$ cat src/rtl/core_pkg.sv
// core_pkg: shared definitions for the core run-control slice.
//   - core_state_e : run-control state encoding (RUN/SLEEP/HALT, 2'b11 unused)
//   - DEF_*        : default widths used by core_run_ctrl and clk_en_div
package core_pkg;

    typedef enum logic [1:0] {
        RUN_ST   = 2'b00,
        SLEEP_ST = 2'b01,
        HALT_ST  = 2'b10
    } core_state_e;

    localparam int DEF_DIV_W   = 32;
    localparam int DEF_NUM_IRQ = 16;
    localparam int DEF_CNT_W   = 32;

endpackage

$ cat src/rtl/clk_en_div.sv
// clk_en_div: one clock-enable divider channel.
// Emits a one-cycle clk_en pulse every divider+1 cycles.
// Ports:
//   clk     - system clock
//   rst_n   - asynchronous active-low reset
//   divider - divide value, compared live every cycle
//   clk_en  - registered enable pulse
module clk_en_div
    import core_pkg::*;
#(
    parameter int DIV_W = DEF_DIV_W
) (
    input  logic             clk,
    input  logic             rst_n,
    input  logic [DIV_W-1:0] divider,
    output logic             clk_en
);

    logic [DIV_W-1:0] cnt_reg;
    logic             clk_en_reg;

    // The >= compare (rather than ==) means lowering divider below the
    // running count fires on the next edge instead of waiting for a wrap.
    always_ff @(posedge clk or negedge rst_n) begin
        if (!rst_n) begin
            cnt_reg    <= '0;
            clk_en_reg <= 1'b0;
        end else if (cnt_reg >= divider) begin
            cnt_reg    <= '0;
            clk_en_reg <= 1'b1;
        end else begin
            cnt_reg    <= cnt_reg + 1'b1;
            clk_en_reg <= 1'b0;
        end
    end

    assign clk_en = clk_en_reg;

endmodule

$ cat src/rtl/core_run_ctrl.sv
// core_run_ctrl: run control and clock-enable generation for the core.
// Ports:
//   clk, rst_n        - clock, asynchronous active-low reset
//   divider           - per-channel divide values, channel c at [c*DIV_W +: DIV_W]
//   irq, irq_mask     - level interrupts and per-line wake enables
//   wb_halt, wb_sleep - halt / sleep requests from writeback
//   resume            - debug resume, only meaningful in HALT
//   clk_en            - per-channel enable pulses (channel 0 gates the pipeline)
//   core_en           - clk_en[0] while in RUN
//   state             - 00 RUN, 01 SLEEP, 10 HALT
//   wake_pending      - masked interrupt seen while sleeping, not yet serviced
//   cycle_count       - cycles spent outside HALT
module core_run_ctrl
    import core_pkg::*;
#(
    parameter int NUM_CH  = 2,
    parameter int DIV_W   = DEF_DIV_W,
    parameter int NUM_IRQ = DEF_NUM_IRQ,
    parameter int CNT_W   = DEF_CNT_W,
    parameter int CNT_SAT = 0
) (
    input  logic                    clk,
    input  logic                    rst_n,
    input  logic [NUM_CH*DIV_W-1:0] divider,
    input  logic [NUM_IRQ-1:0]      irq,
    input  logic [NUM_IRQ-1:0]      irq_mask,
    input  logic                    wb_halt,
    input  logic                    wb_sleep,
    input  logic                    resume,
    output logic [NUM_CH-1:0]       clk_en,
    output logic                    core_en,
    output logic [1:0]              state,
    output logic                    wake_pending,
    output logic [CNT_W-1:0]        cycle_count
);

    core_state_e      state_reg, state_next;
    logic             wake_pending_reg, wake_pending_next;
    logic [CNT_W-1:0] cycle_count_reg;
    logic             irq_hit;

    genvar gi;
    generate
        for (gi = 0; gi < NUM_CH; gi++) begin : g_div
            clk_en_div #(
                .DIV_W(DIV_W)
            ) u_div (
                .clk    (clk),
                .rst_n  (rst_n),
                .divider(divider[gi*DIV_W +: DIV_W]),
                .clk_en (clk_en[gi])
            );
        end
    endgenerate

    assign irq_hit = |(irq & irq_mask);

    always_ff @(posedge clk or negedge rst_n) begin
        if (!rst_n) begin
            state_reg        <= RUN_ST;
            wake_pending_reg <= 1'b0;
        end else begin
            state_reg        <= state_next;
            wake_pending_reg <= wake_pending_next;
        end
    end

    // State moves only on channel-0 enable edges, but the wake latch in
    // SLEEP captures on every edge so an irq shorter than the enable
    // period still wakes the core at the next enable.
    always_comb begin
        state_next        = state_reg;
        wake_pending_next = 1'b0;
        case (state_reg)
            RUN_ST: begin
                if (clk_en[0]) begin
                    if (wb_halt) begin
                        state_next = HALT_ST;
                    end else if (wb_sleep) begin
                        state_next = SLEEP_ST;
                    end
                end
            end
            SLEEP_ST: begin
                wake_pending_next = wake_pending_reg | irq_hit;
                if (clk_en[0] && (irq_hit || wake_pending_reg)) begin
                    state_next        = RUN_ST;
                    wake_pending_next = 1'b0;
                end
            end
            HALT_ST: begin
                if (clk_en[0] && resume) begin
                    state_next = RUN_ST;
                end
            end
            default: begin
                if (clk_en[0]) begin
                    state_next = RUN_ST;
                end
            end
        endcase
    end

    always_ff @(posedge clk or negedge rst_n) begin
        if (!rst_n) begin
            cycle_count_reg <= '0;
        end else if (state_reg != HALT_ST) begin
            if (cycle_count_reg == {CNT_W{1'b1}}) begin
                if (CNT_SAT == 0) begin
                    cycle_count_reg <= '0;
                end
            end else begin
                cycle_count_reg <= cycle_count_reg + 1'b1;
            end
        end
    end

    assign state        = state_reg;
    assign wake_pending = wake_pending_reg;
    assign cycle_count  = cycle_count_reg;
    assign core_en      = clk_en[0] & (state_reg == RUN_ST);

endmodule

$ cat config.mk
export PLATFORM = sky130hd
export DESIGN_NAME = core_run_ctrl
export DESIGN_NICKNAME = d
export VERILOG_FILES = /design/src/rtl/core_pkg.sv /design/src/rtl/clk_en_div.sv /design/src/rtl/core_run_ctrl.sv
export SDC_FILE = /design/constraint.sdc
export NUM_CORES = 1
export LEC_CHECK = 0
export BUFFER_PORTS_ARGS = -buffer_cell sky130_fd_sc_hd__buf_2
export CAP_MARGIN = 20
export CORE_ASPECT_RATIO = 1.5
export CORE_MARGIN = 3
export CORE_UTILIZATION = 45
export CTS_CLUSTER_SIZE = 20
export DETAILED_ROUTE_END_ITERATION = 6
export GPL_TIMING_DRIVEN = 1
export PLACE_DENSITY = 0.67
export SYNTH_ARGS = -nofsm -noshare
export SYNTH_HDL_FRONTEND = slang
export SYNTH_SLANG_ARGS = --single-unit
$ cat constraint.sdc
create_clock -name clk -period 5.8 [get_ports clk]
set_clock_uncertainty 0.2 [all_clocks]
set_input_delay 0.29 -clock clk [delete_from_list [all_inputs] [get_ports clk]]
set_output_delay 0.29 -clock clk [all_outputs]
set_load 0.02 [all_outputs]
# == Word level (Yosys, flattened, before mapping) ==
# Index checks and enable logic that the tools add are counted.
# word_totals
regBits,101
ramBits,0
inputBits,101
rom_bits,0
word_cells,44
mem_count,0
latchBits,0
# op_classes
n_reduce_logical,7
order_cmp,2
n_mul,0
n_shift,0
n_mux,14
eq_ne,8
n_bitwise,3
n_addsub,3
div,0
# ops
cell,count
"32-bit by 1-bit adder with 32-bit output, second input constant",3
32-bit 2-to-1 mux,3
32-bit greater-or-equal comparator,2
"32-bit equality test, second input constant",1
16-bit bitwise AND,1
16-bit OR reduction,1
2-bit 2-to-1 mux,6
"2-bit != test, second input constant",3
2-bit one-hot mux with 3 select lines,1
5-bit AND reduction,1
1-bit 2-to-1 mux,4
"3-bit != test, second input constant",1
3-bit nonzero test,1
"2-bit by 1-bit equality test with 1-bit output, second input constant",1
"2-bit equality test, second input constant",1
1-bit logical AND,2
2-bit zero test,1
"2-bit by 1-bit != test with 1-bit output, second input constant",1
1-bit bitwise AND,1
1-bit logical OR,1
1-bit bitwise OR,1

# == Longest topological paths before layout ==
# logic_depth
word_depth,6
mapped_depth,8
mapped_depth_nobuf,7

# == Hierarchy ==
# Synthesis repeated with hierarchy kept, for this count alone.
# unflattened
hier_cells,746
area_unflattened_um2,6741.5
# modules_own_cells
module,area_each_um2,cells_per_inst,seq_area_each_um2,n_inst
clk_en_div,2444.8,278,825.8,2
core_run_ctrl,1851.8,190,875.8,1

# == Worst setup path before layout ==
# No wires, ideal clock.
# synth_timing
path_type,flip-flop to flip-flop
from,register state_reg[0] (netlist: state[0])
to,register cycle_count_reg[19] (netlist: cycle_count[19])
period_less_slack_ns,2.407
slack_ns,3.393
stages_incl_launch_ff,8
required_ns,5.481
arrival_ns,2.088
cell_sequence,dfrtp_1 inv_1 ha_1 nand4b_1 nor4_1 nor4b_1 xnor2_1 nor2_1
# synth_via
elab_chain_cells,1
# synth_rtl
item,line_no,rtl
start: declaration,core_run_ctrl.sv:37,"core_state_e state_reg, state_next;"
start signal: assignment,core_run_ctrl.sv:63,state_reg <= state_next;
2-bit != test,core_run_ctrl.sv:107,end else if (state_reg != HALT_ST) begin
end signal: assignment,core_run_ctrl.sv:113,cycle_count_reg <= cycle_count_reg + 1'b1;
end: declaration,core_run_ctrl.sv:39,logic [CNT_W-1:0] cycle_count_reg;
# Every way passes these cells.
# A chain may end at the register's enable or synchronous reset.

# == Worst setup path in the final report ==
# Ends and elaborated chain as after synthesis.

==> flow_metrics.py <==
metrics = {
    "cells_and_area": {
        "largest_reg_flops": 64,
        "fillCellCount": 1441,
        "drive_gt1_frac": 0.218,
        "final_area_um2": 8160,
        "antennaDiodeCount": 0,
        "area_growth_pct": 17.2,
        "finalNetCount": 1037,
    },
    "global_route": {
        "grt_antenna_before_repair": 0,
        "first_global_vias": 5786,
        "grt_pass1_wl_um": 27500,
        "overflow": 0,
        "grt_use_total": 0.197,
        "grt_max_degree": 58,
    },
    "floorplanning": {
        "dieArea_um2": 17000,
        "die_x_um": 108,
        "initial_utilization": 0.460,
        "coreArea_um2": 15100,
        "io_pins": 139,
        "die_h_um": 158,
        "rows": 55,
    },
    "power_and_ir_drop": {
        "powerDensity_nw_per_um2": 208,
        "ir_drop_mv": 0.137,
        "combPwrFrac": 0.179,
        "p_sw_frac": 0.284,
        "p_seq_frac": 0.459,
        "leakagePower_nw": 3.91,
        "p_int_mw": 1.21,
        "clkPwrFrac": 0.361,
        "p_switching_uw": 482,
    },
    "route": {
        "drt_iter0_drc": 169,
        "via_per_inst": 5.44,
        "wl_um": 16500,
        "dr.pass1.iters": 4,
        "num_vias": 5823,
        "wl_per_cell_um": 15.5,
        "drc": 0,
        "ant_nets": 0,
    },
    "clock_network": {
        "numCtsBuffers": 9,
        "cts_tree": "built",
        "cts_setup_buffers": 0,
        "post_cts_resized": 0,
        "numClockSinks": 101,
        "cts_max_level": 3,
        "ctsLongestPathBuffers": 2,
        "cts.reportedPaths.clkPinSlew_ns": 0.07,
        "clk_latency_ns": 0.34,
        "clockRootBuffer": "clkbuf_16",
    },
    "setup_path": {
        "cp_max_fo": 7,
        "rr_worst_depth": 7,
        "arrival_ns": 2.77,
        "worstSetupEndpointType": "flip-flop",
        "crit_type": "flip-flop to flip-flop",
        "start_kind": "flip-flop",
        "cp.required_ns": 5.82,
    },
    "synthesis": {
        "netlist_area_um2": 6960,
        "synth_edf_count": 0,
        "synth_nets": 909,
        "seq_area_frac_synth": 0.363,
        "syn_area_per_cell_um2": 9.43,
        "synthArstFlopShare": 1.00,
        "ys_warn_count": 0,
        "syn_inst": 738,
        "ys.flop_type": "dfrtp_1",
        "yosys_register_bits": 101,
        "synth.distinct_cells": 63,
    },
    "run": {
        "cap_violations": 0,
    },
    "sta": {
        "max_freq_mhz": 364,
        "finalCritPeriodShare": 0.474,
        "fin_crit_ns": 2.75,
        "tns_ns": 0,
        "setup_viol": 0,
        "relSlewSlack": 0.478,
        "rsz0062_at_grt": "false",
        "hold_viol": 0,
        "worst_pin_slew_ns": 0.776,
        "drv_slew": 0,
    },
    "placement": {
        "numPortBuffers": 138,
        "place_hpwl_um": 12500,
        "place_area_um2": 7840,
        "gp_congestion": 0.778,
    },
    "status": {
        "status": "finished, final reports clean",
    },
    "min_path": {
        "min_path_type": "primary input to flip-flop",
        "hold-path-cell-count": 3,
    },
}
[through the flow]
step,std cells,total power [mW],utilization,hold slack (ns),worst slack (ns)
2_1_floorplan,738,0.972,-,-0.206,3.39
3_3_place_gp,1052,1.10,0.518,0.131,2.95
3_5_place_dp,1052,1.10,0.518,0.136,2.92
4_1_cts,1069,1.72,0.538,0.0192,2.91
5_1_grt,1070,1.79,0.539,0.0304,2.77
6_report,1070,1.70,0.539,0.0330,3.05
[cells in the mapped netlist, drive strengths merged, types with 2 or more instances]
| cell | instances | area (um^2) |
|---|---|---|
| and2 | 6 | 38.8 |
| and3 | 9 | 56.3 |
| nor3b | 2 | 20.0 |
| o211ai | 2 | 15.0 |
| or4 | 5 | 37.5 |
| dfrtp | 101 | 2530 |
| buf | 8 | 57.6 |
| or2 | 3 | 18.8 |
| xor2 | 30 | 263 |
| nand2b | 4 | 25.0 |
| and4 | 13 | 114 |
| a21o | 7 | 52.6 |
| a31oi | 3 | 18.8 |
| a41oi | 2 | 17.5 |
| nor4 | 21 | 186 |
| nor2b | 3 | 18.8 |
| ha | 70 | 876 |
| nor2 | 33 | 124 |
| a22oi | 8 | 60.1 |
| nand2 | 39 | 146 |
| nor3 | 19 | 121 |
| a21oi | 21 | 105 |
| inv | 83 | 312 |
| a211oi | 67 | 528 |
| nand4 | 24 | 163 |
| o21ai | 17 | 85.1 |
| xnor2 | 57 | 499 |
| nand3 | 38 | 208 |
| a2111oi | 3 | 26.3 |
| clkbuf | 23 | 86.3 |
[path summary, 6_finish.rpt]
check / from / end / slack (ns)
max: state[0] / cycle_count[19] / 3.05
min: wb_sleep / state[0] / 0.03
max reg2reg: state[0] / cycle_count[19] / 3.05
min reg2reg: cycle_count[30] / cycle_count[30] / 0.29
max in group asynchronous: rst_n / g_div[1].u_div.cnt_reg[2] / 3.94
min in group asynchronous: rst_n / g_div[1].u_div.cnt_reg[12] / 0.28
[layout make-up]
class / instances / area (um^2) / share of cell area
inverters: 83 / 312 / 0.0382
clock inverters: 5 / 60.1 / 0.00736
clock buffers: 11 / 243 / 0.0298
repair buffers: 148 / 771 / 0.0945
flip-flops and latches: 101 / 2530 / 0.310
well taps: 199 / 249 / 0.0305
multi-input cells: 523 / 4000 / 0.490
[layout by cell type (no fill, tap or decap), types with 30 or more instances in the layout]
cell type  count
buf_2        137
dfrtp_1      101
inv_1         83
ha_1          70
a211oi_1      62
xnor2_1       57
nand2_1       39
nand3_1       36
nor2_1        33
xor2_1        30
[cells by family after synthesis]
kind of cell               count (synthesis)  synth area share
and+or+nand+nor                          222             0.187
AOI/OAI and AO/OA                        143             0.147
buffers and inverters                    114            0.0654
DFF                                      101             0.363
xor gates and xnor gates                  87             0.109
adders and majority gates                 70             0.126
muxes                                      1           0.00162
[critical path, cell delays in order, from the launching register on]
cell and delay, ns:
dfrtp_1 0.38, inv_1 0.09, ha_1 0.26, nand4b_1 0.41, nor4_1 0.70, nor4b_1 0.37
xnor2_1 0.16, nor2_1 0.05
[what timing repair did]
item | 4_1_cts | 5_1_grt
hold buffers | 1 | 0
setup endpoints to repair | 0 | 0
hold endpoints to repair | 44 | 0
[per-layer routing]
metal / vias to the layer above / wire length [um] / track usage
li1: 2906 / - / -
met1: 2796 / 6840 / 0.239
met2: 111 / 9010 / 0.366
met3: 10 / 535 / 0.0243
met4: 0 / 143 / 0.0548
met5: - / 0 / 0
[power groups by stage]
| stage | combinational, mW | sequential [mW] | clock (mW) |
|---|---|---|---|
| after floorplan | 0.145 | 0.827 | 0 |
| after global placement | 0.302 | 0.793 | 0 |
| after detailed placement | 0.307 | 0.795 | 0 |
| after CTS | 0.311 | 0.781 | 0.631 |
| after global routing | 0.348 | 0.786 | 0.655 |
| final | 0.305 | 0.780 | 0.613 |
Power figures use the tool's default switching activity.
